<file path="src/rtl/fft_bitrev_reader_if.sv">
// Output sample stream of the FFT read side.
// Valid/ready handshake with a frame-end marker.
interface fft_bitrev_reader_if #(
  parameter int DATA_WIDTH = 32
);
  logic [DATA_WIDTH-1:0] dataOut;
  logic                  validOut;
  logic                  lastOut;
  logic                  readyIn;

  modport master (
    output dataOut,
    output validOut,
    output lastOut,
    input  readyIn
  );

  modport slave (
    input  dataOut,
    input  validOut,
    input  lastOut,
    output readyIn
  );
endinterface

</file>
<file path="src/rtl/fft_bitrev_reader.sv">
// Drains one 2**ADDR_WIDTH frame from the sample RAM in bit-reversed order.
// FFT_RD_NATURAL_SEL_EN adds natOrderIn to pick natural order per frame.
module fft_bitrev_reader #(
  parameter int DATA_WIDTH = 32,
  parameter int ADDR_WIDTH = 10
) (
  input  logic                  clkIn,
  input  logic                  rstIn,
  input  logic                  startIn,
`ifdef FFT_RD_NATURAL_SEL_EN
  input  logic                  natOrderIn,
`endif
  output logic                  busyOut,
  output logic                  doneOut,
  output logic [ADDR_WIDTH-1:0] rdAddrOut,
  output logic                  rdEnOut,
  input  logic [DATA_WIDTH-1:0] rdDataIn,
  fft_bitrev_reader_if.master   strm
);

  localparam logic [1:0] S_IDLE  = 2'd0;
  localparam logic [1:0] S_READ  = 2'd1;
  localparam logic [1:0] S_DRAIN = 2'd2;

  localparam logic [ADDR_WIDTH-1:0] C_LAST = '1;

  logic [1:0]            r_state;
  logic [ADDR_WIDTH-1:0] r_cnt;
  logic [ADDR_WIDTH-1:0] r_rdAddr;
  logic                  r_rdEn;
  logic                  r_rdLast;
  logic                  r_dv;
  logic                  r_dvLast;
  logic                  r_done;
  logic [DATA_WIDTH-1:0] r_qD [3];
  logic [2:0]            r_qL;
  logic [1:0]            r_bufCount;

  logic [DATA_WIDTH-1:0] w_qD [3];
  logic [2:0]            w_qL;
  logic [1:0]            w_bufCount;
  logic [1:0]            w_wIdx;
  logic [2:0]            w_commit;
  logic [2:0]            w_credit;
  logic [ADDR_WIDTH-1:0] w_rev;
  logic [ADDR_WIDTH-1:0] w_addr;
  logic                  w_valid;
  logic                  w_last;
  logic                  w_pop;
  logic                  w_issue;

  assign w_valid = (r_bufCount != 2'd0);
  assign w_last  = w_valid && r_qL[0];
  assign w_pop   = w_valid && strm.readyIn;

  // Reads already committed: buffered, on rdDataIn, or just requested.
  assign w_commit = {1'b0, r_bufCount}
                  + {2'b00, r_dv}
                  + {2'b00, r_rdEn};
  assign w_credit = w_commit - {2'b00, w_pop};

  // A third slot is only claimed when the consumer is ready, so a stalled
  // consumer sees at most two reads while a ready one gets no gaps.
  assign w_issue = (r_state == S_READ)
                && ((w_credit < 3'd2)
                 || (strm.readyIn && (w_credit < 3'd3)));

  // Mirror the counter bits to form the bit-reversed address.
  always_comb begin
    w_rev = '0;
    for (int i = 0; i < ADDR_WIDTH; i++) begin
      w_rev[ADDR_WIDTH-1-i] = r_cnt[i];
    end
  end

`ifdef FFT_RD_NATURAL_SEL_EN
  logic r_nat;

  // Order choice is latched with the accepted start.
  always_ff @(posedge clkIn) begin
    if (rstIn) begin
      r_nat <= 1'b0;
    end else if ((r_state == S_IDLE) && startIn) begin
      r_nat <= natOrderIn;
    end
  end

  assign w_addr = r_nat ? r_cnt : w_rev;
`else
  assign w_addr = w_rev;
`endif

  // Frame FSM and registered read request.
  always_ff @(posedge clkIn) begin
    if (rstIn) begin
      r_state  <= S_IDLE;
      r_cnt    <= '0;
      r_rdAddr <= '0;
      r_rdEn   <= 1'b0;
      r_rdLast <= 1'b0;
    end else begin
      r_rdEn   <= 1'b0;
      r_rdLast <= 1'b0;
      case (r_state)
        S_IDLE: begin
          if (startIn) begin
            r_state  <= S_READ;
            r_rdEn   <= 1'b1;
            r_rdAddr <= '0;
            r_cnt    <= ADDR_WIDTH'(1);
          end
        end
        S_READ: begin
          if (w_issue) begin
            r_rdEn   <= 1'b1;
            r_rdAddr <= w_addr;
            r_rdLast <= (r_cnt == C_LAST);
            r_cnt    <= r_cnt + ADDR_WIDTH'(1);
            if (r_cnt == C_LAST) begin
              r_state <= S_DRAIN;
            end
          end
        end
        S_DRAIN: begin
          if (w_pop && w_last) begin
            r_state <= S_IDLE;
          end
        end
        default: r_state <= S_IDLE;
      endcase
    end
  end

  // Frame-complete pulse follows the final transfer.
  always_ff @(posedge clkIn) begin
    if (rstIn) begin
      r_done <= 1'b0;
    end else begin
      r_done <= w_pop && w_last;
    end
  end

  assign w_bufCount = r_bufCount
                    + {1'b0, r_dv}
                    - {1'b0, w_pop};
  assign w_wIdx = r_bufCount - {1'b0, w_pop};

  // Head-at-slot-0 buffer: pop shifts down, arriving data fills behind.
  always_comb begin
    w_qD = r_qD;
    w_qL = r_qL;
    if (w_pop) begin
      w_qD[0] = r_qD[1];
      w_qD[1] = r_qD[2];
      w_qL[0] = r_qL[1];
      w_qL[1] = r_qL[2];
    end
    if (r_dv) begin
      if (w_wIdx == 2'd0) begin
        w_qD[0] = rdDataIn;
        w_qL[0] = r_dvLast;
      end else if (w_wIdx == 2'd1) begin
        w_qD[1] = rdDataIn;
        w_qL[1] = r_dvLast;
      end else begin
        w_qD[2] = rdDataIn;
        w_qL[2] = r_dvLast;
      end
    end
  end

  // Track RAM read latency and update the output buffer.
  always_ff @(posedge clkIn) begin
    if (rstIn) begin
      r_dv       <= 1'b0;
      r_dvLast   <= 1'b0;
      r_bufCount <= 2'd0;
      r_qD       <= '{default: '0};
      r_qL       <= '0;
    end else begin
      r_dv       <= r_rdEn;
      r_dvLast   <= r_rdLast;
      r_bufCount <= w_bufCount;
      r_qD       <= w_qD;
      r_qL       <= w_qL;
    end
  end

  assign busyOut       = (r_state != S_IDLE);
  assign doneOut       = r_done;
  assign rdAddrOut     = r_rdAddr;
  assign rdEnOut       = r_rdEn;
  assign strm.dataOut  = r_qD[0];
  assign strm.validOut = w_valid;
  assign strm.lastOut  = w_last;

endmodule
</file>
<file path="src/flat_wrapper.sv">
// flat-port wrapper written by rule: the top's interface ports become plain ports
module fft_bitrev_reader_flat 
#(
  parameter int DATA_WIDTH = 32,
  parameter int ADDR_WIDTH = 10
)
  (clkIn, rstIn, startIn, busyOut, doneOut, rdAddrOut, rdEnOut, rdDataIn, strm_dataOut, strm_validOut, strm_lastOut, strm_readyIn);
  fft_bitrev_reader_if #(.DATA_WIDTH(DATA_WIDTH)) strm_i ();
  input  logic clkIn;
  input  logic rstIn;
  input  logic startIn;
  output logic busyOut;
  output logic doneOut;
  output logic [ADDR_WIDTH-1:0] rdAddrOut;
  output logic rdEnOut;
  input  logic [DATA_WIDTH-1:0] rdDataIn;
  output wire logic [$bits(strm_i.dataOut)-1:0] strm_dataOut;
  output wire logic [$bits(strm_i.validOut)-1:0] strm_validOut;
  output wire logic [$bits(strm_i.lastOut)-1:0] strm_lastOut;
  input wire logic [$bits(strm_i.readyIn)-1:0] strm_readyIn;
  assign strm_dataOut = strm_i.dataOut;
  assign strm_validOut = strm_i.validOut;
  assign strm_lastOut = strm_i.lastOut;
  assign strm_i.readyIn = strm_readyIn;
  fft_bitrev_reader #(.DATA_WIDTH(DATA_WIDTH), .ADDR_WIDTH(ADDR_WIDTH)) u_core (.clkIn(clkIn), .rstIn(rstIn), .startIn(startIn), .busyOut(busyOut), .doneOut(doneOut), .rdAddrOut(rdAddrOut), .rdEnOut(rdEnOut), .rdDataIn(rdDataIn), .strm(strm_i));
endmodule
</file>
<file path="config.mk">
export PLATFORM = sky130hd
export DESIGN_NAME = fft_bitrev_reader_flat
export DESIGN_NICKNAME = d
export VERILOG_FILES = /design/src/rtl/fft_bitrev_reader_if.sv /design/src/rtl/fft_bitrev_reader.sv /design/src/flat_wrapper.sv
export SDC_FILE = /design/constraint.sdc
export NUM_CORES = 1
export LEC_CHECK = 0
export CAP_MARGIN = 30
export CORE_MARGIN = 2
export CORE_UTILIZATION = 58
export CTS_CLUSTER_SIZE = 25
export DETAILED_ROUTE_END_ITERATION = 12
export PLACE_DENSITY = 0.95
export SYNTH_ARGS = -nofsm -noshare
export SYNTH_HDL_FRONTEND = slang
export SYNTH_SLANG_ARGS = --single-unit
</file>
<file path="constraint.sdc">
create_clock -name clkIn -period 7 [get_ports clkIn]
set_input_delay 2.1 -clock clkIn [delete_from_list [all_inputs] [get_ports clkIn]]
set_output_delay 2.1 -clock clkIn [all_outputs]
set_load 0.02 [all_outputs]
</file>
== Yosys cells after proc, flatten, opt, wreduce, memory -nomap -nowiden ==
Cells that the tools add are included.

* Add/sub/neg operators: 7
* $lt $le $gt $ge: 2
* Eq/ne operators: 8
* Multiplexer cells: 25
* Bitwise operators: 4
* Reduce and logical (&&, ||, !) cells: 15

{| class="wikitable"
|+ Operator list
! kind !! number
|-
| $mux W64 || 2
|-
| $mux W32 || 3
|-
| $mux W96 || 1
|-
| $mux W10 || 4
|-
| $pmux W10 S2 || 2
|-
| $mux W2 || 6
|-
| $add A10 B1 Y10 const B || 1
|-
| $eq A10 B10 Y1 const B || 1
|-
| $lt A3 B2 Y1 const B || 2
|-
| $pmux W2 S3 || 1
|-
| $reduce_and A3 Y1 || 2
|-
| $reduce_bool A2 Y1 || 3
|-
| $logic_and A1 B1 Y1 || 5
|-
| $mux W1 || 5
|-
| $eq A2 B1 Y1 const B || 2
|-
| $logic_not A2 Y1 || 2
|-
| $ne A2 B1 Y1 const B || 2
|-
| $ne A2 B2 Y1 const B || 2
|-
| $not A1 Y1 || 4
|-
| $reduce_and A4 Y1 || 1
|-
| $sub A2 B1 Y2 || 2
|-
| $add A2 B1 Y3 || 1
|-
| $add A3 B1 Y3 || 1
|-
| $reduce_or A3 Y1 || 1
|-
| other kinds (5) || 5
|}

* Bits in registers: 128
* Bits of input ports: 36
* Output and inout bits: 47
* Logic and storage cells: 75

== Depth between registers and ports, before layout ==
Gate-level depths: netlist (run 1).

* Word-level depth: 9
* Gate-level depth with buffers: 13
* Depth with buffers taken out: 11

== Worst setup path after synthesis (run 1) ==
Ideal clock, no wire load.

* Path type: in2reg
* Start: input port strm_readyIn
* End: register u_core.r_cnt[5]
* Library setup time: 60 ps
* Arrival: 4576 ps
* Data required time: 6940 ps
* Slack: 2364 ps
* Stages on the path: 11
* Buffers on the path: 1
* Cells stage by stage: nand2_1 -> inv_2 -> buf_2 -> ha_1 -> fa_1 -> inv_1 -> fa_1 -> a21boi_0 -> nor4b_4 -> or4b_1 -> nand2_1

* Longest elaborated chain between the ends: 8
* Elaborated cells on any way between the ends: 9
* Classes of those cells: add/sub: 1; order compare: 2; eq/ne: 1; reduce/logical: 5

{| class="wikitable"
|+ Ends and longest elaborated chain
! what !! RTL line !! text
|-
| start, declared || flat_wrapper.sv:20 || <nowiki>input wire logic [$bits(strm_i.readyIn)-1:0] strm_readyIn;</nowiki>
|-
| $logic_and A1 B1 Y1 || fft_bitrev_reader.sv:54 || <nowiki>assign w_pop = w_valid && strm.readyIn;</nowiki>
|-
| $sub A3 B1 Y3 || fft_bitrev_reader.sv:60 || <nowiki>assign w_credit = w_commit - {2'b00, w_pop};</nowiki>
|-
| $lt A3 B2 Y1 || fft_bitrev_reader.sv:66 || <nowiki>|| (strm.readyIn && (w_credit < 3'd3)));</nowiki>
|-
| $logic_and A1 B1 Y1 || fft_bitrev_reader.sv:66 ||
|-
| $logic_or A1 B1 Y1 (*) || fft_bitrev_reader.sv:66 ||
|-
| $logic_and A1 B1 Y1 (*) || fft_bitrev_reader.sv:65 || <nowiki>&& ((w_credit < 3'd2)</nowiki>
|-
| $ne A2 B1 Y1 (no source line) (*) || - ||
|-
| $reduce_and A3 Y1 (no source line) (*) || - ||
|-
| end signal, assigned || fft_bitrev_reader.sv:118 || <nowiki>r_cnt <= r_cnt + ADDR_WIDTH'(1);</nowiki>
|-
| end, declared || fft_bitrev_reader.sv:28 || <nowiki>logic [ADDR_WIDTH-1:0] r_cnt;</nowiki>
|}

Mark *: on every way between the ends. The rest lies on a longest branch, timed or not.
A chain may end at the register's enable or synchronous reset.

== Worst setup path in the final report (run 1) ==
* Start: input port strm_readyIn
* End: register u_core.r_cnt[9]

The elaborated chain is that of the path after synthesis.

==> qor.csv, run 1 <==
stage,metric,value,unit
placed_design,io_buffer_count,82,
finish,nets,752,
logic_synthesis,synth.most_common_cell,nand2_1,
critical_path,crit_required,7460,ps
finish,multi_input_area,0.00244,sq mm
route,first_pass_iters,6,
logic_synthesis,yosys-top-cells-count,"nand2_1 (207), dfxtp_1 (128), nor2_1 (73)",
clock_tree,cts-root-buf,clkbuf_8,
logic_synthesis,async_reset_ff_share,0,%
clock_tree,cts_max_level,4,
sta,worst_slew_pin_slew,903,ps
clock_tree,clk_pin_slew_worst_paths,60,ps
floorplan,io_pins,83,
sta,tns,0,ps
finish,fill_cells,656,
route,final_antenna_net_count,0,
hold_path,hold-path-endpoint,u_core.r_dvLast,
clock_tree,cts_sinks,128,
critical_path,r2r_start,u_core.r_bufCount[1],
global_routing,grt_max_degree,70,
logic_synthesis,netlist_area,0.00550,sq mm
critical_path,worstSetupEndpointType,flop,
sta,rsz0062_at_grt,no,
floorplan,rows,35,
logic_synthesis,ys_warn_count,0,
route,drtIter0Drc,307,
global_routing,first_global_vias,4609,
route,wire_per_inst,15.0,um
global_routing,grt_pass1_wl,21.1,mm
sta,clock_skew,8.06,ps
placed_design,dp_hpwl,7.72,mm
logic_synthesis,synth-edff-count,0,
hold_path,min_path_type,flop to flop,
route,via_per_inst,5.77,
critical_path,r2r_setup_slack,3590,ps
floorplan,die_x,101,um
hold_path,worstHoldStart,u_core.r_rdLast,
critical_path,arrival,5190,ps
floorplan,die-height,101,um
clock_tree,cts.path.max_buffers,2,
logic_synthesis,synth_seq_cells,128,
critical_path,reg2reg_depth,12,
floorplan,dieArea,0.0103,sq mm
critical_path,cpLargestDelayFamily,adder cells,
sta,finalSetupViolCount,0,
sta,worst_slack,2270,ps
route,vias,4910,
sta,timing.fmax,211,MHz
logic_synthesis,netlist.area_leader.share,46.6,%
critical_path,crit_type,input pin to flop,
critical_path,crit_path_frequent_cell,fa_1,
hold_path,hold_depth,1,
logic_synthesis,syn_inst,683,
logic_synthesis,syn_avg_cell_area,8.06,sq um
global_routing,antenna_found_initial,0,
floorplan,initial_utilization,59.6,%
finish,register_area,0.00256,sq mm
critical_path,path_buf_inv,4,
critical_path,path_cells,"clkdlybuf4s50_1, nand2_2, inv_2, ha_1, fa_1, inv_1, fa_1, a21bo_2, a31oi_1, buf_4, or4_1, a21oi_1",
global_routing,grt_overflow_total,0,
sta,maxSlewViolCount,0,
clock_tree,numCtsBuffers,17,
critical_path,cp_slowest_stage_delay,520,ps
critical_path,crit_fanout,12,
logic_synthesis,synth_ff_type,dfxtp_1,
power,p_leak,0.00227,uW
run_status,status,completed,
clock_tree,cts-hold-fix-buffers,0,
sta,period_share,67.5,%
logic_synthesis,ys_types,43,
placed_design,post-place-ws,1610,ps
floorplan,core_area,0.00924,sq mm
job,maxCapViolCount,0,
clock_tree,post_cts.repair.setup_buffers,0,
critical_path,worst_setup_path_start_kind,input pin,
logic_synthesis,synthTopCellsByArea,"dfxtp_1 (47%), nand2_1 (14%), a311oi_1 (11%), buf_4 (5.2%), nor2_1 (5.0%)",
logic_synthesis,yosysSeqAreaShare,46.6,%
sta,slew_headroom,39.7,%
critical_path,cp_slowest_cell,clkdlybuf4s50_1,
critical_path,timing.rr.end,u_core.r_cnt[9],
power,powerDensity,345,mW/mm^2
power,ir_worst_vdd,197,uV
logic_synthesis,synth_nets,726,
clock_tree,clk_latency,520,ps
sta,hold_violations,0,
clock_tree,cts_tree,built,
clock_tree,post_cts_resized,0,
finish,syn_to_final_growth,21.5,%
sta,min_period,4730,ps
placed_design,gp_congestion,0.811,
logic_synthesis,synth_top_area_cell,dfxtp_1,
global_routing,grtUsageTotal,25.4,%
route,wl,12.8,mm
finish,drive_above_1_share,7.20,%
route,route.detailed.drc,0,
finish,num_antenna_cells,0,
[per-layer routing]
layer | vias up | global-route usage [%] | routed length [um]
met2 | 182 | 41.9 | 6390
met4 | 0 | 11.5 | 281
met5 | - | 0 | 0
li1 | 2357 | - | -
met3 | 31 | 5.31 | 776
met1 | 2340 | 32.1 | 5300
[cells in the final DEF, fill, tap and decap left out, drive strengths merged, types with 4 or more instances in the layout]
cell / instances
a21oi: 40
a22o: 10
a311oi: 66
buf: 11
clkbuf: 19
clkdlybuf4s50: 81
clkinv: 5
clkinvlp: 4
dfxtp: 128
ha: 5
inv: 10
nand2: 207
nor2: 74
nor2b: 5
o21ai: 4
or3: 4
or4: 5
[sequential cells by signal, indices dropped and copies added (netlist names)]
signal / count
u_core.r_dv: 1
u_core.r_cnt: 10
u_core.rdEnOut: 1
u_core.r_dvLast: 1
u_core.strm.dataOut: 32
u_core.r_qL: 3
u_core.doneOut: 1
u_core.rdAddrOut: 10
u_core.r_state: 2
u_core.r_bufCount: 2
u_core.r_qD: 64
u_core.r_rdLast: 1
[power breakdown]
group          switching, uW  internal [uW]  total (uW)  leakage (uW)
Combinational            368            224         592      0.000953
Clock                    331            525         856      0.000276
Sequential              50.5            810         861       0.00104
Total                    749           1560        2310       0.00227
[worst max-delay path by stage]
stage                            start               to  slack, ps  cells past startpoint
after floorplan           strm_readyIn  u_core.r_cnt[5]       2360                     11
after global placement    strm_readyIn  u_core.r_rdLast       1730                     11
after detailed placement  strm_readyIn  u_core.r_cnt[8]       1610                     11
after CTS                 strm_readyIn  u_core.r_cnt[8]       2130                     11
after global routing      strm_readyIn  u_core.r_cnt[9]       2100                     12
final                     strm_readyIn  u_core.r_cnt[9]       2270                     12
[cells by family (layout without fill, tap and decap cells)]
group                    after synthesis  count (layout)  synth area share [%]
adder cells (fa/ha/maj)                7               7                  1.86
buffers and inverters                 93             132                  9.19
XOR/XNOR                               4               4                 0.637
AO/OA/AOI/OAI                        132             132                  17.8
flip-flops                           128             128                  46.6
AND/OR/NAND/NOR                      319             319                  24.0
[worst register-to-register path: stages (launching register included)]
cell and delay (ps):
dfxtp_1 380, or2_2 350, nand2_2 90, inv_2 40, ha_1 300, fa_1 380, inv_1 80, fa_1 420
a21bo_2 220, a31oi_1 180, buf_4 240, or4_1 520, a21oi_1 150
[stage by stage]
step	power (uW)	hold slack (ps)	utilization, %	cell area (sq um)	std cells
CTS	2310	441	72.3	6680	850
floorplan	1320	414	-	5500	683
detailed placement	1460	428	66.0	6100	818
global route	2410	467	72.4	6690	851
global placement	1420	425	65.6	6060	815
finish	2310	440	72.4	6690	851
[cell type report]
class	count	share of cell area, %
clock buffers	19	6.60
repair buffers	92	13.6
multi-input cells	462	36.6
well taps	129	2.41
clock inverters	13	2.04
inverters	8	0.449
flip-flops and latches	128	38.3
No activity file was read; power rests on OpenSTA's default activity.
==> run 2, diff against run 1 <==
--- a/config.mk
+++ b/config.mk
@@ -7,10 +7,10 @@
 export LEC_CHECK = 0
 export CAP_MARGIN = 30
 export CORE_MARGIN = 2
-export CORE_UTILIZATION = 58
+export CORE_UTILIZATION = 54
 export CTS_CLUSTER_SIZE = 25
 export DETAILED_ROUTE_END_ITERATION = 12
-export PLACE_DENSITY = 0.95
+export PLACE_DENSITY = 0.9
 export SYNTH_ARGS = -nofsm -noshare
 export SYNTH_HDL_FRONTEND = slang
 export SYNTH_SLANG_ARGS = --single-unit
==> constraint.sdc (replaced) <==
create_clock -name clkIn -period 4.5 [get_ports clkIn]
set_input_delay 1.35 -clock clkIn [delete_from_list [all_inputs] [get_ports clkIn]]
set_output_delay 1.35 -clock clkIn [all_outputs]
set_load 0.02 [all_outputs]
==> qor.csv, run 2 (synthesized netlist as in run 1, its figures left out) <==
stage,metric,value,unit,change
run_status,status,completed,,
power,ir_worst_vdd,292,uV,+48%
global_routing,antenna_found_initial,0,,unchanged
critical_path,startpoint,strm_readyIn,,
power,p_int,2500,uW,+60%
finish,layout_commonest_cell,nand2_1,,
power,powerDensity,541,mW/mm^2,+57%
critical_path,r2r_start,u_core.r_bufCount[1],,
critical_path,cp-endpoint,u_core.r_cnt[6],,
clock_tree,post_cts_resized,0,,unchanged
finish,regMostFlops,u_core.r_qD,,
job,maxCapViolCount,0,,unchanged
clock_tree,cts_tree,built,,
sta,period_share,87.2,%,
critical_path,arrival,4370,ps,-820 ps
sta,hold_violations,0,,unchanged
clock_tree,cts_max_level,4,,unchanged
global_routing,first_global_vias,4754,,+3.1%
clock_tree,cts-hold-fix-buffers,0,,unchanged
clock_tree,cts.path.max_buffers,2,,unchanged
placed_design,gp_congestion,0.791,,-2.5%
power,p_clk_share,37.5,%,+0.4 points
sta,tns,0,ps,unchanged
critical_path,worst_setup_path_start_kind,input pin,,
power,p_seq_share,36.8,%,-0.5 points
critical_path,crit_required,4950,ps,-2510 ps
finish,drive_above_1_share,7.59,%,+0.38 points
global_routing,grt_pass1_wl,21.8,mm,+3.3%
finish,multi_input_area,0.00244,sq mm,unchanged
sta,slew_headroom,51.9,%,+12 points
global_routing,busiest_layer,met2,,
clock_tree,cts-root-buf,clkbuf_8,,
critical_path,crit_fanout,8,,-4
power,p_comb_share,25.7,%,about the same
critical_path,r2r_setup_slack,1180,ps,-2410 ps
clock_tree,clk_pin_slew_worst_paths,50,ps,about the same
global_routing,grt_use_met3,5.61,%,+0.30 points
route,wire_per_inst,15.2,um,+1.3%
global_routing,grtUsageTotal,23.8,%,-1.6 points
floorplan,initial_utilization,56.0,%,-3.5 points
global_routing,grt_max_degree,70,,unchanged
floorplan,core_area,0.00982,sq mm,+6.3%
route,via_per_inst,5.74,,-0.49%
global_routing,grtUsageMet2,41.1,%,-0.83 points
route,vias,4926,,+0.33%
placed_design,io_buffer_count,82,,unchanged
floorplan,rows,36,,+2.9%
critical_path,reg2reg_depth,12,,unchanged
sta,maxSlewViolCount,0,,unchanged
finish,nets,756,,+0.53%
global_routing,grt_overflow_total,0,,unchanged
route,drtIter0Drc,302,,-1.6%
sta,timing.fmax,255,MHz,
clock_tree,cts_sinks,128,,unchanged
hold_path,min_path_type,flop to flop,,
finish,largest_reg_flops,64,,unchanged
sta,rsz0062_at_grt,no,,
finish,most-common-layout-cells,"nand2_1 (206), dfxtp_1 (128), clkdlybuf4s50_1 (81)",,
route,first_pass_iters,7,,+1
route,wl,13.0,mm,+2.1%
finish,fill_cells,768,,+17%
floorplan,io_pins,83,,unchanged
route,final_antenna_net_count,0,,unchanged
critical_path,crit_type,input pin to flop,,
clock_tree,clk_latency,510,ps,about the same
placed_design,dp_hpwl,8.24,mm,+6.8%
sta,min_period,3920,ps,
finish,register_area,0.00256,sq mm,unchanged
global_routing,met1_usage,28.7,%,-3.4 points
sta,worst_slew_pin_slew,717,ps,-186 ps
floorplan,die-height,105,um,+3.5%
sta,clock_skew,7.13,ps,-0.928 ps
finish,num_antenna_cells,0,,unchanged
floorplan,die_x,105,um,+3.5%
finish,fin_util,68.4,%,-3.9 points
floorplan,dieArea,0.0110,sq mm,+7.1%
power,swShare,31.3,%,-1.2 points
critical_path,timing.rr.end,u_core.r_cnt[6],,
clock_tree,numCtsBuffers,17,,unchanged
power,p_sw,1140,uW,+52%
power,p_leak,0.00230,uW,+1.5%
critical_path,worstSetupEndpointType,flop,,
route,route.detailed.drc,0,,unchanged
sta,finalSetupViolCount,0,,unchanged
clock_tree,post_cts.repair.setup_buffers,0,,unchanged
finish,syn_to_final_growth,22.1,%,
-- run 2: how the worst min path moves through the flow --
stage / depth (start not counted) / start / slack (ps) / to
6_report: 1 / u_core.r_rdLast / 440 / u_core.r_dvLast
5_1_grt: 1 / u_core.r_rdLast / 450 / u_core.r_dvLast
4_1_cts: 1 / u_core.r_rdLast / 450 / u_core.r_dvLast
3_5_place_dp: 1 / u_core.r_rdLast / 430 / u_core.r_dvLast
3_3_place_gp: 1 / u_core.r_rdLast / 430 / u_core.r_dvLast
2_1_floorplan: 1 / u_core.r_rdLast / 410 / u_core.r_dvLast
-- run 2: cell type report --
type | count | share of cell area (%)
tap | 133 | 2.48
sequential | 128 | 38.1
multi-input combinational | 462 | 36.4
clock inverter | 11 | 2.05
inverter | 8 | 0.447
clock buffer | 20 | 6.78
timing repair buffer | 96 | 13.7
-- run 2: routing by layer --
layer	part of all wire, %	up-vias	routed length (um)
met5	0	-	0
met4	1.2	0	153
met3	5.6	15	732
met2	51	178	6670
met1	42	2360	5460
li1	-	2373	-
-- run 2: power groups by stage --
stage | Clock, uW | Combinational (uW) | Sequential (uW)
floorplan | 0 | 706 | 1340
global placement | 0 | 890 | 1350
detailed placement | 0 | 929 | 1360
CTS | 1370 | 934 | 1340
global route | 1430 | 1020 | 1350
finish | 1360 | 933 | 1340
-- run 2: stage by stage --
| stage | setup WS, ps | std cells | total power, uW | hold WS (ps) | cell area, sq um |
|---|---|---|---|---|---|
| after floorplan | 614 | 683 | 2050 | 414 | 5500 |
| after global placement | 203 | 827 | 2240 | 426 | 6130 |
| after detailed placement | 86.4 | 827 | 2290 | 431 | 6130 |
| after CTS | 604 | 858 | 3640 | 445 | 6720 |
| after global routing | 440 | 858 | 3810 | 454 | 6720 |
| final | 575 | 858 | 3630 | 442 | 6720 |
-- run 2: critical path, stage by stage --
cell and delay [ps]:
clkdlybuf4s50_1 520, nand2_2 80, inv_2 60, ha_1 250
fa_1 380, inv_1 80, fa_1 420, a21bo_2 210
a31oi_1 250, buf_4 250, or4_1 450, nand2_1 70
==> run 3, diff against run 2 <==
--- a/config.mk
+++ b/config.mk
@@ -5,7 +5,7 @@
 export SDC_FILE = /design/constraint.sdc
 export NUM_CORES = 1
 export LEC_CHECK = 0
-export CAP_MARGIN = 30
+export CAP_MARGIN = 20
 export CORE_MARGIN = 2
 export CORE_UTILIZATION = 54
 export CTS_CLUSTER_SIZE = 25
==> results of run 3 <==
The final DEF is identical to that of run 2; final timing and power are the same.
